## src/rtl/mips_multicycle_control_if.sv

```systemverilog
// Control/datapath bundle for the multi-cycle MIPS controller.
// instr_retired exists only when MC_CONTROL_PERF_EN is defined.
interface mips_multicycle_control_if;
  logic [5:0]  opcode;
  logic        zero;
  logic        mem_ready;
  logic        pc_write;
  logic        i_or_d;
  logic        mem_read;
  logic        mem_write;
  logic        ir_write;
  logic [1:0]  reg_dst;
  logic [1:0]  mem_to_reg;
  logic        reg_write;
  logic        alu_src_a;
  logic [1:0]  alu_src_b;
  logic [2:0]  alu_op;
  logic        ext_zero;
  logic [1:0]  pc_source;
  logic        illegal_op;
  logic        mem_timeout;
  logic [3:0]  state;
`ifdef MC_CONTROL_PERF_EN
  logic [31:0] instr_retired;
`endif

  // master = controller, slave = datapath / instruction register side
  modport master (
    input  opcode, zero, mem_ready,
    output pc_write, i_or_d, mem_read, mem_write, ir_write, reg_dst, mem_to_reg, reg_write,
           alu_src_a, alu_src_b, alu_op, ext_zero, pc_source, illegal_op, mem_timeout, state
`ifdef MC_CONTROL_PERF_EN
    , output instr_retired
`endif
  );

  modport slave (
    output opcode, zero, mem_ready,
    input  pc_write, i_or_d, mem_read, mem_write, ir_write, reg_dst, mem_to_reg, reg_write,
           alu_src_a, alu_src_b, alu_op, ext_zero, pc_source, illegal_op, mem_timeout, state
`ifdef MC_CONTROL_PERF_EN
    , input instr_retired
`endif
  );
endinterface

```

## src/rtl/mips_multicycle_control.sv

```systemverilog
// Multi-cycle MIPS control FSM with memory-ready handshake, illegal-opcode trap and watchdog.
// Optional MC_CONTROL_PERF_EN adds a 32-bit retired-instruction counter.
module mips_multicycle_control #(
  parameter int unsigned MEM_TIMEOUT = 16,
  parameter int unsigned CNT_W       = 5
) (
  input  logic                       clk,
  input  logic                       rst_n,
  mips_multicycle_control_if.master  bus
);

  typedef enum logic [3:0] {
    StFetch  = 4'd0,  StDecode = 4'd1,  StMemAdr = 4'd2,  StMemRd  = 4'd3,
    StMemWb  = 4'd4,  StMemWr  = 4'd5,  StExec   = 4'd6,  StAluWb  = 4'd7,
    StBranch = 4'd8,  StJump   = 4'd9,  StJal    = 4'd10, StIExec  = 4'd11,
    StIWb    = 4'd12, StFault  = 4'd13
  } state_e;

  localparam logic [5:0] OpRtype = 6'b000000;
  localparam logic [5:0] OpLw    = 6'b100011;
  localparam logic [5:0] OpSw    = 6'b101011;
  localparam logic [5:0] OpBeq   = 6'b000100;
  localparam logic [5:0] OpBne   = 6'b000101;
  localparam logic [5:0] OpJ     = 6'b000010;
  localparam logic [5:0] OpJal   = 6'b000011;
  localparam logic [5:0] OpAddi  = 6'b001000;
  localparam logic [5:0] OpAddiu = 6'b001001;
  localparam logic [5:0] OpSlti  = 6'b001010;
  localparam logic [5:0] OpAndi  = 6'b001100;
  localparam logic [5:0] OpOri   = 6'b001101;
  localparam logic [5:0] OpXori  = 6'b001110;
  localparam logic [5:0] OpLui   = 6'b001111;

  localparam logic [2:0] AluAdd   = 3'b000;
  localparam logic [2:0] AluSub   = 3'b001;
  localparam logic [2:0] AluFunct = 3'b010;
  localparam logic [2:0] AluAnd   = 3'b011;
  localparam logic [2:0] AluOr    = 3'b100;
  localparam logic [2:0] AluXor   = 3'b101;
  localparam logic [2:0] AluSlt   = 3'b110;
  localparam logic [2:0] AluLui   = 3'b111;

  localparam logic [CNT_W-1:0] WdogLast =
      (MEM_TIMEOUT == 0) ? '0 : CNT_W'(MEM_TIMEOUT - 1);

  state_e           state_q, state_d;
  logic             run_q;
  logic [CNT_W-1:0] wdog_q, wdog_d;
  logic             illegal_q, illegal_d;
  logic             timeout_q, timeout_d;
  logic             wdog_hit;
  logic [2:0]       imm_alu_op;
  logic             imm_ext_zero;

  // Expiry only matters while waiting; mem_ready in the same cycle takes priority.
  assign wdog_hit = (MEM_TIMEOUT != 0) && (wdog_q == WdogLast) && !bus.mem_ready;

  always_comb begin
    imm_alu_op   = AluAdd;
    imm_ext_zero = 1'b0;
    unique case (bus.opcode)
      OpSlti:  imm_alu_op = AluSlt;
      OpAndi:  begin imm_alu_op = AluAnd; imm_ext_zero = 1'b1; end
      OpOri:   begin imm_alu_op = AluOr;  imm_ext_zero = 1'b1; end
      OpXori:  begin imm_alu_op = AluXor; imm_ext_zero = 1'b1; end
      OpLui:   imm_alu_op = AluLui;
      default: imm_alu_op = AluAdd;
    endcase
  end

  always_comb begin
    state_d   = state_q;
    illegal_d = illegal_q;
    timeout_d = timeout_q;
    if (run_q) begin
      case (state_q)
        StFetch: begin
          if (bus.mem_ready)  state_d = StDecode;
          else if (wdog_hit) begin state_d = StFault; timeout_d = 1'b1; end
        end
        StDecode: begin
          case (bus.opcode)
            OpRtype:      state_d = StExec;
            OpLw, OpSw:   state_d = StMemAdr;
            OpBeq, OpBne: state_d = StBranch;
            OpJ:          state_d = StJump;
            OpJal:        state_d = StJal;
            OpAddi, OpAddiu, OpSlti, OpAndi, OpOri, OpXori, OpLui: state_d = StIExec;
            default: begin state_d = StFault; illegal_d = 1'b1; end
          endcase
        end
        StMemAdr: state_d = (bus.opcode == OpSw) ? StMemWr : StMemRd;
        StMemRd: begin
          if (bus.mem_ready)  state_d = StMemWb;
          else if (wdog_hit) begin state_d = StFault; timeout_d = 1'b1; end
        end
        StMemWr: begin
          if (bus.mem_ready)  state_d = StFetch;
          else if (wdog_hit) begin state_d = StFault; timeout_d = 1'b1; end
        end
        StExec:   state_d = StAluWb;
        StIExec:  state_d = StIWb;
        StMemWb, StAluWb, StBranch, StJump, StJal, StIWb: state_d = StFetch;
        StFault:  state_d = StFault;
        default:  state_d = StFault;
      endcase
    end
  end

  // Counter restarts on every entry into a memory-wait state.
  always_comb begin
    wdog_d = wdog_q;
    if (run_q) begin
      if (state_d != state_q &&
          (state_d == StFetch || state_d == StMemRd || state_d == StMemWr)) begin
        wdog_d = '0;
      end else if ((state_q == StFetch || state_q == StMemRd || state_q == StMemWr) &&
                   !bus.mem_ready) begin
        wdog_d = wdog_q + 1'b1;
      end
    end
  end

  always_ff @(posedge clk or negedge rst_n) begin
    if (!rst_n) begin
      state_q   <= StFetch;
      run_q     <= 1'b0;
      wdog_q    <= '0;
      illegal_q <= 1'b0;
      timeout_q <= 1'b0;
    end else begin
      state_q   <= state_d;
      run_q     <= 1'b1;
      wdog_q    <= wdog_d;
      illegal_q <= illegal_d;
      timeout_q <= timeout_d;
    end
  end

  always_comb begin
    bus.pc_write   = 1'b0;
    bus.i_or_d     = 1'b0;
    bus.mem_read   = 1'b0;
    bus.mem_write  = 1'b0;
    bus.ir_write   = 1'b0;
    bus.reg_dst    = 2'b00;
    bus.mem_to_reg = 2'b00;
    bus.reg_write  = 1'b0;
    bus.alu_src_a  = 1'b0;
    bus.alu_src_b  = 2'b00;
    bus.alu_op     = AluAdd;
    bus.ext_zero   = 1'b0;
    bus.pc_source  = 2'b00;
    if (run_q) begin
      case (state_q)
        StFetch: begin
          bus.mem_read  = 1'b1;
          bus.alu_src_b = 2'b01;
          bus.ir_write  = bus.mem_ready;
          bus.pc_write  = bus.mem_ready;
        end
        StDecode: bus.alu_src_b = 2'b11;
        StMemAdr: begin
          bus.alu_src_a = 1'b1;
          bus.alu_src_b = 2'b10;
        end
        StMemRd: begin
          bus.mem_read = 1'b1;
          bus.i_or_d   = 1'b1;
        end
        StMemWb: begin
          bus.mem_to_reg = 2'b01;
          bus.reg_write  = 1'b1;
        end
        StMemWr: begin
          bus.mem_write = 1'b1;
          bus.i_or_d    = 1'b1;
        end
        StExec: begin
          bus.alu_src_a = 1'b1;
          bus.alu_op    = AluFunct;
        end
        StAluWb: begin
          bus.reg_dst   = 2'b01;
          bus.reg_write = 1'b1;
        end
        StBranch: begin
          bus.alu_src_a = 1'b1;
          bus.alu_op    = AluSub;
          bus.pc_source = 2'b01;
          bus.pc_write  = (bus.opcode == OpBne) ? !bus.zero : bus.zero;
        end
        StJump: begin
          bus.pc_source = 2'b10;
          bus.pc_write  = 1'b1;
        end
        StJal: begin
          bus.reg_dst    = 2'b10;
          bus.mem_to_reg = 2'b10;
          bus.reg_write  = 1'b1;
          bus.pc_source  = 2'b10;
          bus.pc_write   = 1'b1;
        end
        StIExec: begin
          bus.alu_src_a = 1'b1;
          bus.alu_src_b = 2'b10;
          bus.alu_op    = imm_alu_op;
          bus.ext_zero  = imm_ext_zero;
        end
        StIWb: begin
          bus.reg_write = 1'b1;
          bus.alu_op    = imm_alu_op;
          bus.ext_zero  = imm_ext_zero;
        end
        default: ;
      endcase
    end
  end

  assign bus.state       = state_q;
  assign bus.illegal_op  = illegal_q;
  assign bus.mem_timeout = timeout_q;

`ifdef MC_CONTROL_PERF_EN
  logic [31:0] retired_q;

  always_ff @(posedge clk or negedge rst_n) begin
    if (!rst_n) begin
      retired_q <= '0;
    end else if (run_q && state_d == StFetch && state_q != StFetch) begin
      retired_q <= retired_q + 32'd1;
    end
  end

  assign bus.instr_retired = retired_q;
`endif

endmodule

```

## src/flat_wrapper.sv

```systemverilog
// flat-port wrapper written by rule: the top's interface ports become plain ports
module mips_multicycle_control_flat 
#(
  parameter int unsigned MEM_TIMEOUT = 16,
  parameter int unsigned CNT_W       = 5
)
  (clk, rst_n, bus_opcode, bus_zero, bus_mem_ready, bus_pc_write, bus_i_or_d, bus_mem_read, bus_mem_write, bus_ir_write, bus_reg_dst, bus_mem_to_reg, bus_reg_write, bus_alu_src_a, bus_alu_src_b, bus_alu_op, bus_ext_zero, bus_pc_source, bus_illegal_op, bus_mem_timeout, bus_state);
  mips_multicycle_control_if bus_i ();
  input  logic clk;
  input  logic rst_n;
  input wire logic [$bits(bus_i.opcode)-1:0] bus_opcode;
  input wire logic [$bits(bus_i.zero)-1:0] bus_zero;
  input wire logic [$bits(bus_i.mem_ready)-1:0] bus_mem_ready;
  output wire logic [$bits(bus_i.pc_write)-1:0] bus_pc_write;
  output wire logic [$bits(bus_i.i_or_d)-1:0] bus_i_or_d;
  output wire logic [$bits(bus_i.mem_read)-1:0] bus_mem_read;
  output wire logic [$bits(bus_i.mem_write)-1:0] bus_mem_write;
  output wire logic [$bits(bus_i.ir_write)-1:0] bus_ir_write;
  output wire logic [$bits(bus_i.reg_dst)-1:0] bus_reg_dst;
  output wire logic [$bits(bus_i.mem_to_reg)-1:0] bus_mem_to_reg;
  output wire logic [$bits(bus_i.reg_write)-1:0] bus_reg_write;
  output wire logic [$bits(bus_i.alu_src_a)-1:0] bus_alu_src_a;
  output wire logic [$bits(bus_i.alu_src_b)-1:0] bus_alu_src_b;
  output wire logic [$bits(bus_i.alu_op)-1:0] bus_alu_op;
  output wire logic [$bits(bus_i.ext_zero)-1:0] bus_ext_zero;
  output wire logic [$bits(bus_i.pc_source)-1:0] bus_pc_source;
  output wire logic [$bits(bus_i.illegal_op)-1:0] bus_illegal_op;
  output wire logic [$bits(bus_i.mem_timeout)-1:0] bus_mem_timeout;
  output wire logic [$bits(bus_i.state)-1:0] bus_state;
  assign bus_i.opcode = bus_opcode;
  assign bus_i.zero = bus_zero;
  assign bus_i.mem_ready = bus_mem_ready;
  assign bus_pc_write = bus_i.pc_write;
  assign bus_i_or_d = bus_i.i_or_d;
  assign bus_mem_read = bus_i.mem_read;
  assign bus_mem_write = bus_i.mem_write;
  assign bus_ir_write = bus_i.ir_write;
  assign bus_reg_dst = bus_i.reg_dst;
  assign bus_mem_to_reg = bus_i.mem_to_reg;
  assign bus_reg_write = bus_i.reg_write;
  assign bus_alu_src_a = bus_i.alu_src_a;
  assign bus_alu_src_b = bus_i.alu_src_b;
  assign bus_alu_op = bus_i.alu_op;
  assign bus_ext_zero = bus_i.ext_zero;
  assign bus_pc_source = bus_i.pc_source;
  assign bus_illegal_op = bus_i.illegal_op;
  assign bus_mem_timeout = bus_i.mem_timeout;
  assign bus_state = bus_i.state;
  mips_multicycle_control #(.MEM_TIMEOUT(MEM_TIMEOUT), .CNT_W(CNT_W)) u_core (.clk(clk), .rst_n(rst_n), .bus(bus_i));
endmodule
```

## config.mk

```make
export PLATFORM = sky130hd
export DESIGN_NAME = mips_multicycle_control_flat
export DESIGN_NICKNAME = d
export VERILOG_FILES = /design/src/rtl/mips_multicycle_control_if.sv /design/src/rtl/mips_multicycle_control.sv /design/src/flat_wrapper.sv
export SDC_FILE = /design/constraint.sdc
export NUM_CORES = 1
export LEC_CHECK = 0
export BUFFER_PORTS_ARGS = -buffer_cell sky130_fd_sc_hd__buf_2
export CAP_MARGIN = 25
export CORE_MARGIN = 3
export CORE_UTILIZATION = 25
export CTS_BUF_LIST = sky130_fd_sc_hd__clkbuf_4 sky130_fd_sc_hd__clkbuf_8 sky130_fd_sc_hd__clkbuf_16
export CTS_CLUSTER_DIAMETER = 30
export DETAILED_ROUTE_END_ITERATION = 16
export PLACE_DENSITY = 0.54
export SYNTH_ARGS = -nofsm -noshare
export SYNTH_HDL_FRONTEND = slang
export SYNTH_SLANG_ARGS = --single-unit
```

## constraint.sdc

```tcl
create_clock -name clk -period 4.9 [get_ports clk]
set_input_delay 0.735 -clock clk [delete_from_list [all_inputs] [get_ports clk]]
set_output_delay 0.735 -clock clk [all_outputs]
set_load 0.05 [all_outputs]
```

[Word level (Yosys, flattened, before mapping)]
Index checks and enable logic that the tools add are counted.
Storage, ports and cells
  ROM bits: 0
  word-level logic and storage cells: 106
  latch bits: 0
  RAM bits: 0
  output and inout bits: 25
  register bits after elaboration: 12
  memories kept: 0
Cells by class
  reduce and logical (&&, ||, !) cells: 30
  divide/modulo/power cells: 0
  add/subtract/negate cells: 1
  multiplexer cells: 39
  bitwise gates (word level): 2
  multiply operators: 0
  eq/ne operators: 29
  magnitude comparators: 0
  shift operators: 0
Operators by type and width (number)
  $eq 6x4->1 const B: 7
  $pmux 4 s8: 1
  $pmux 4 s6: 1
  $eq 4x3->1 const B: 5
  $eq 4x4->1 const B: 5
  $mux 4: 5
  $mux 1: 17
  $pmux 3 s5: 1
  $reduce_or 14->1: 1
  $reduce_or 2->1: 7
  $eq 4x2->1 const B: 3
  $eq 6x2->1 const B: 2
  $eq 6x3->1 const B: 2
  $eq 6x6->1 const B: 2
  $pmux 2 s2: 3
  $mux 5: 2
  $pmux 3 s3: 1
  $logic_not 4->1: 2
  $mux 2: 4
  $reduce_or 4->1: 2
  $reduce_or 7->1: 1
  $logic_not 6->1: 1
  $mux 3: 2
  $pmux 2 s3: 1
  15 further kinds: 23

[Depth between registers and ports, before layout]
Gate-level depths: netlist (run 1).
  depth in word-level cells: 12
  mapped depth: 10
  depth with buffers taken out: 10

[Worst setup path before layout (run 1)]
Ideal clock, no wire load.
  kind: register to output
  from: register u_core.state_q[3] (netlist: u_core.bus.state[3])
  to: output port bus_pc_write
  data arrival time: 2.835 ns
  setup slack: 1.330 ns
  buffers on the path: 1
  cell stages (with the launch flop): 5
  path through: dfrtp_1 > buf_2 > or3b_1 > nor3_1 > nand2b_1
On the way
  longest elaborated chain between the ends: 4
  elaborated cells between the ends (all ways): 7
  classes of those cells: 3 x eq/ne; 2 x mux; 2 x reduce/logical
Ends and longest elaborated chain
  start: declaration: line mips_multicycle_control.sv:46  | state_e state_q, state_d;
  start signal: assignment: line mips_multicycle_control.sv:126  | state_q <= StFetch;
  start signal: assignment: line mips_multicycle_control.sv:132  | state_q <= state_d;
  $eq 4x4->1: line mips_multicycle_control.sv:155  | case (state_q)
  $reduce_or 2->1 (no line)
  $pmux 1 s3 *: line mips_multicycle_control.sv:155
  $mux 1 *: line mips_multicycle_control.sv:154  | if (run_q) begin
  end: declaration: line flat_wrapper.sv:14  | output wire logic [$bits(bus_i.pc_write)-1:0] bus_pc_write;
Mark *: on every way between the ends. The rest lies on a longest branch, timed or not.

[Final worst setup path (run 1)]
  from: register u_core.state_q[2] (netlist: u_core.bus.state[2])
  to: output port bus_alu_op[1]
On the way
  longest elaborated chain between the ends: 4
  elaborated cells between the ends (all ways): 7
  classes of those cells: 4 x eq/ne; 2 x mux; 1 x reduce/logical
Ends and longest elaborated chain
  $eq 4x4->1: line mips_multicycle_control.sv:155
  $reduce_or 2->1 (no line)
  $pmux 3 s3 *: line mips_multicycle_control.sv:155
  $mux 3 *: line mips_multicycle_control.sv:154
  end: declaration: line flat_wrapper.sv:24  | output wire logic [$bits(bus_i.alu_op)-1:0] bus_alu_op;
Marks and branches as above.

==> impl_metrics.yaml, run 1 <==
status:
  status: "complete, no violations"
finish:
  nFillCells: 584
  regArea_um2: 300
  syn_to_final_growth_pct: 16.3
  layout-drive-gt1-share: 0.245
  final_common_cell: "buf_2"
  finalNonFillerCells: 282
  n_antenna_cell: 0
  final_area_um2: 1650
  final_util: 0.310
  layout_common_cells: "34 x buf_2, 22 x nor2_1, 17 x a21oi_1"
  nets: 225
  multi_input_area_um2: 998
power:
  vdd_drop_max_mv: 0.163
  switchingPower_mw: 0.524
  seqPwrFrac: 0.232
  p_comb_frac: 0.650
  p_int_mw: 0.382
  cellLeakagePower_nw: 0.710
  swShare: 0.578
  total_power_mw: 0.906
  powerDensity_nw_per_um2: 551
  pwr-share-clk: 0.119
synthesis:
  ys_ff_latch: 12
  yosysSeqAreaShare: 0.212
  syn_area_um2: 1420
  yosys_warnings: 0
  ys_types: 55
  syn_avg_cell_area_um2: 7.45
  syn-num-nets: 202
  synth_edf_count: 0
  async_flop_share: 1.00
  ys.flop_type: "dfrtp_1"
  postSynthCellCount: 190
run:
  maxCapViolCount: 0
sta:
  setup_violations: 0
  hold_ws_ns: 0.358
  tightest_slew_ns: 0.619
  hold_violations: 0
  clock.fmax_ghz: 0.329
  finClkSkew_ns: 0.00338
  finalMaxSlewViolations: 0
  rsz0062_at_grt: "no"
  period_needed_ns: 3.04
  slew_headroom: 0.587
  fin_crit_sh: 0.621
  postLayoutSetupSlackWorst_ns: 1.86
  fin_setup_tns_ns: 0
floorplanning:
  core-area_um2: 5300
  ios: 35
  die_w_um: 81.2
  initial_core_util: 0.267
  dieArea_um2: 6600
  fp.dieH_um: 81.2
  placementRows: 26
worst_setup_path:
  worstSetupPathType: "reg -> out"
  regToRegSetupSlack_ns: 2.13
  end_kind: "primary output"
  r2r-start: "u_core.bus.state[0]$_DFF_PN0_"
  r2r-end: "u_core.wdog_q[1]$_DFFE_PN0P_"
  worstPathArrival_ns: 2.31
  reg2reg_depth: 7
  critPathMaxFanout: 22
  cp-start-kind: "flop"
  critPathRequiredTime_ns: 4.16
clock_tree:
  clkTransAtPathRegs_ns: 0.05
  cts-root-buf: "clkbuf_8"
  clk_path_buf_depth: 2
  cts_resized: 0
  numCtsBuffers: 3
  clock-sinks: 12
  post_cts_buffers: 0
  ctsHoldBuffers: 0
  cts_tree: "done"
  clk-insertion-delay-late_ns: 0.24
  cts.htree.levels: 1
drt:
  routedWlPerCell_um: 13.8
  routed_wl_mm: 3.90
  drt-initial-drc-count: 100
  drcViolationCount: 0
  num_vias: 1430
  first_pass_iters: 5
  viasPerCell: 5.07
  antenna_left: 0
placed_design:
  dp_hpwl_mm: 3.03
  dp_cells: 278
  place_ws_ns: 2.12
  io_buffers: 34
  placed_cell_area_um2: 1590
  gp_congestion: 0.823
global_routing:
  grt_max_degree: 23
  grt_antenna_before_repair: 0
  grt_pass1_wl_mm: 6.26
  grt_util_all_layers: 0.118
  grt_pass1_vias: 1259
  grt_overflow: 0
hold_path:
  min_path_type: "in -> async"
-- cells by family (layout without fill, tap and decap cells) --
| family | count (synthesis) | in the layout | synth area share |
|---|---|---|---|
| adders and majority gates | 2 | 2 | 0.0177 |
| and+or+nand+nor | 80 | 80 | 0.309 |
| other | 1 | 1 | 0.00265 |
| buffers and inverters | 25 | 47 | 0.0822 |
| AOI/OAI and AO/OA | 59 | 59 | 0.302 |
| xor gates and xnor gates | 6 | 6 | 0.0371 |
| muxes | 5 | 5 | 0.0363 |
| DFF | 12 | 12 | 0.212 |
-- layer usage --
layer,global-route usage,part of all wire,vias to the layer above
li1,-,-,732
met1,0.174,0.51,647
met2,0.186,0.42,48
met3,0.0177,0.063,3
met4,0.0169,0.0046,0
met5,0,0,-
-- Yosys cell counts (2+ instances only) --
master,count,share of area
a31oi_1,2,0.0088
nand4_1,3,0.013
nor3_2,2,0.014
o2111ai_1,2,0.012
o21bai_1,3,0.016
o21a_1,3,0.016
inv_2,3,0.0080
a221o_1,2,0.014
nand3_1,2,0.0071
a211oi_2,2,0.018
a21oi_1,17,0.060
ha_1,2,0.018
buf_4,3,0.016
dfrtp_1,12,0.21
nand2_1,9,0.024
inv_1,6,0.016
mux2i_1,4,0.028
nor2b_1,6,0.027
nor3b_1,2,0.011
a311oi_1,2,0.012
o21ai_1,3,0.011
buf_2,9,0.032
xnor2_1,3,0.019
or2_2,2,0.0088
o22a_1,2,0.012
nand2b_1,12,0.053
nor2_1,22,0.058
nor3_1,12,0.042
clkbuf_1,3,0.0080
a211oi_1,2,0.011
o21ai_0,7,0.025
xor2_1,3,0.019
-- worst max path at each step --
stage               endpoint  slack (ns)  cells after the start                           from
3_5_place_dp   bus_alu_op[1]        2.12                      6  u_core.bus.state[2]$_DFF_PN0_
5_1_grt        bus_alu_op[1]        1.70                      6  u_core.bus.state[2]$_DFF_PN0_
2_1_floorplan   bus_pc_write        1.33                      4  u_core.bus.state[3]$_DFF_PN0_
6_report       bus_alu_op[1]        1.86                      6  u_core.bus.state[2]$_DFF_PN0_
4_1_cts        bus_alu_op[1]        1.85                      6  u_core.bus.state[2]$_DFF_PN0_
3_3_place_gp   bus_alu_op[1]        2.09                      6  u_core.bus.state[2]$_DFF_PN0_
-- layout make-up --
class | count | share of cell area
Sequential cell | 12 | 0.183
Clock buffer | 4 | 0.0335
Timing Repair Buffer | 34 | 0.103
Multi-Input combinational cell | 153 | 0.607
Inverter | 9 | 0.0205
Tap cell | 70 | 0.0532
-- power groups by stage --
stage	Combinational, mW	Clock, mW	Sequential, mW
4_1_cts	0.592	0.111	0.209
5_1_grt	0.637	0.116	0.220
2_1_floorplan	0.484	0	0.202
6_report	0.589	0.107	0.210
3_5_place_dp	0.590	0	0.210
3_3_place_gp	0.588	0	0.213
-- sequential cells by signal (all words and copies together) (netlist names) --
signal,count
u_core.run_q,1
u_core.bus.mem_timeout,1
u_core.bus.illegal_op,1
u_core.bus.state,4
u_core.wdog_q,5
-- worst max-delay path: stages, from the launching register on --
cell and delay [ns]:
dfrtp_1 0.73, or2b_1 0.36, mux2i_1 0.18, nand4_1 0.20, o22a_1 0.26, nor2_1 0.08, buf_2 0.27
No activity file was read; power rests on OpenSTA's default activity.
==> run 2, diff against run 1 <==
Settings changed: PLACE_DENSITY 0.54 to 0.55.
Clock period 4.9 ns to 2.7 ns, I/O delays scaled along.
==> impl_metrics.yaml, run 2 (synthesis results as in run 1) <==
placed_design:
  dp_hpwl_mm: 3.16
  io_buffers: 34
  placed_cell_area_um2: 1660
  dp_cells: 285
  gp_congestion: 0.835
floorplanning:
  core-area_um2: 5300
  die_w_um: 81.2
  initial_core_util: 0.267
  dieArea_um2: 6600
  ios: 35
  fp.dieH_um: 81.2
  placementRows: 26
clock_tree:
  clkTransAtPathRegs_ns: 0.06
  cts.htree.levels: 1
  cts_resized: 0
  clock-sinks: 12
  cts-root-buf: "clkbuf_8"
  ctsHoldBuffers: 0
  numCtsBuffers: 3
  cts_tree: "done"
  clk-insertion-delay-late_ns: 0.25
  clk_path_buf_depth: 2
global_routing:
  grt_pass1_vias: 1367
  grt_antenna_before_repair: 0
  grt_overflow: 0
  grt_max_degree: 20
  grt_util_all_layers: 0.127
  grt_pass1_wl_mm: 6.69
drt:
  num_vias: 1498
  routed_wl_mm: 4.08
  drcViolationCount: 0
  routed.top_layer: "met4"
  drt-initial-drc-count: 124
  viasPerCell: 5.15
  routedWlPerCell_um: 14.0
  route.met3.wl_um: 139
  antenna_left: 0
  first_pass_iters: 4
  wl_met1_mm: 1.98
  wl_met2_mm: 1.89
run:
  maxCapViolCount: 0
sta:
  finClkSkew_ns: 0.00894
  finalMaxSlewViolations: 0
  clock.fmax_ghz: 0.392
  slew_headroom: 0.659
  rsz0062_at_grt: "no"
  hold_violations: 0
  fin_crit_sh: 0.945
  setup_violations: 0
  tightest_slew_ns: 0.509
  period_needed_ns: 2.55
finish:
  final_area_um2: 1730
  nets: 234
  largest_reg_flops: 5
  syn_to_final_growth_pct: 22.5
  largest-register: "u_core.wdog_q"
  finalNonFillerCells: 291
  layout-drive-gt1-share: 0.299
  layout_common_cells: "34 x buf_2, 20 x nor2_1, 17 x a21oi_1, 12 x nand2b_1, 12 x dfrtp_1"
  n_antenna_cell: 0
  final_common_cell: "buf_2"
worst_setup_path:
  regToRegSetupSlack_ns: 0.21
  critPathMaxFanout: 12
  worstPathArrival_ns: 2.15
  r2r-start: "u_core.wdog_q[0]$_DFFE_PN0P_"
  end_kind: "primary output"
  cp-start-kind: "flop"
  r2r-end: "u_core.wdog_q[3]$_DFFE_PN0P_"
  reg2reg_depth: 12
  worstSetupPathType: "reg -> out"
  critPathRequiredTime_ns: 2.30
power:
  powerDensity_nw_per_um2: 1010
  vdd_drop_max_mv: 0.355
  cellLeakagePower_nw: 0.759
  total_power_mw: 1.76
hold_path:
  min_path_type: "in -> async"
status:
  status: "complete, no violations"
## run 2: changes by cell type in the layout (fill, tap and decap cells not counted), sizes merged
cell | previous run | this run
buf | 34 | 43
## run 2: worst max path at each step
stage	startpoint	to	slack (ns)	cells past startpoint
finish	u_core.bus.state[2]$_DFF_PN0_	bus_alu_op[1]	0.15	6
floorplan	u_core.bus.state[0]$_DFF_PN0_	bus_alu_op[2]	-0.37	5
global placement	u_core.wdog_q[0]$_DFFE_PN0P_	u_core.wdog_q[1]$_DFFE_PN0P_	0.09	10
global route	u_core.bus.state[2]$_DFF_PN0_	bus_alu_op[1]	0.004	6
CTS	u_core.wdog_q[0]$_DFFE_PN0P_	u_core.wdog_q[3]$_DFFE_PN0P_	0.03	10
detailed placement	u_core.wdog_q[0]$_DFFE_PN0P_	u_core.wdog_q[3]$_DFFE_PN0P_	0.05	10
## run 2: worst max-delay path, stage by stage, from the launching register on
cell     delay, ns
dfrtp_1       0.57
or2b_1        0.33
mux2i_1       0.19
nand4_1       0.22
o22a_1        0.25
nor2_2        0.07
buf_2         0.26
## run 2: per-stage QoR
stage / util / hold slack (ns) / setup TNS (ns) / setup WS, ns
global route: 0.327 / 0.0559 / 0 / 0.00381
global placement: 0.314 / 0.299 / 0 / 0.0917
CTS: 0.324 / 0.0389 / 0 / 0.0325
floorplan: - / 0.109 / -0.831 / -0.369
detailed placement: 0.314 / 0.302 / 0 / 0.0496
finish: 0.327 / 0.0269 / 0 / 0.147
## run 2: layer usage
layer | GRT usage | vias up
met2 | 0.209 | 38
met1 | 0.176 | 704
met5 | 0 | -
met3 | 0.0144 | 6
li1 | - | 750
met4 | 0.0304 | 0
## run 2: final cells by class
| type | count | area (um2) |
|---|---|---|
| well taps | 70 | 87.6 |
| flip-flops and latches | 12 | 300 |
| clock buffers | 4 | 55.1 |
| repair buffers | 43 | 238 |
| inverters | 9 | 33.8 |
| fillers | 591 | 3570 |
| multi-input cells | 153 | 1020 |
## run 2: timing repair
item / CTS / global route
setup buffers: 0 / 2
hold endpoints to repair: 0 / 0
setup endpoints to repair: 0 / 5
## run 2: power by group
part           internal [mW]  total (mW)  switching (mW)
Sequential             0.227       0.304          0.0765
Combinational          0.418        1.25           0.835
Clock                  0.129       0.200          0.0712
Total                  0.774        1.76           0.983
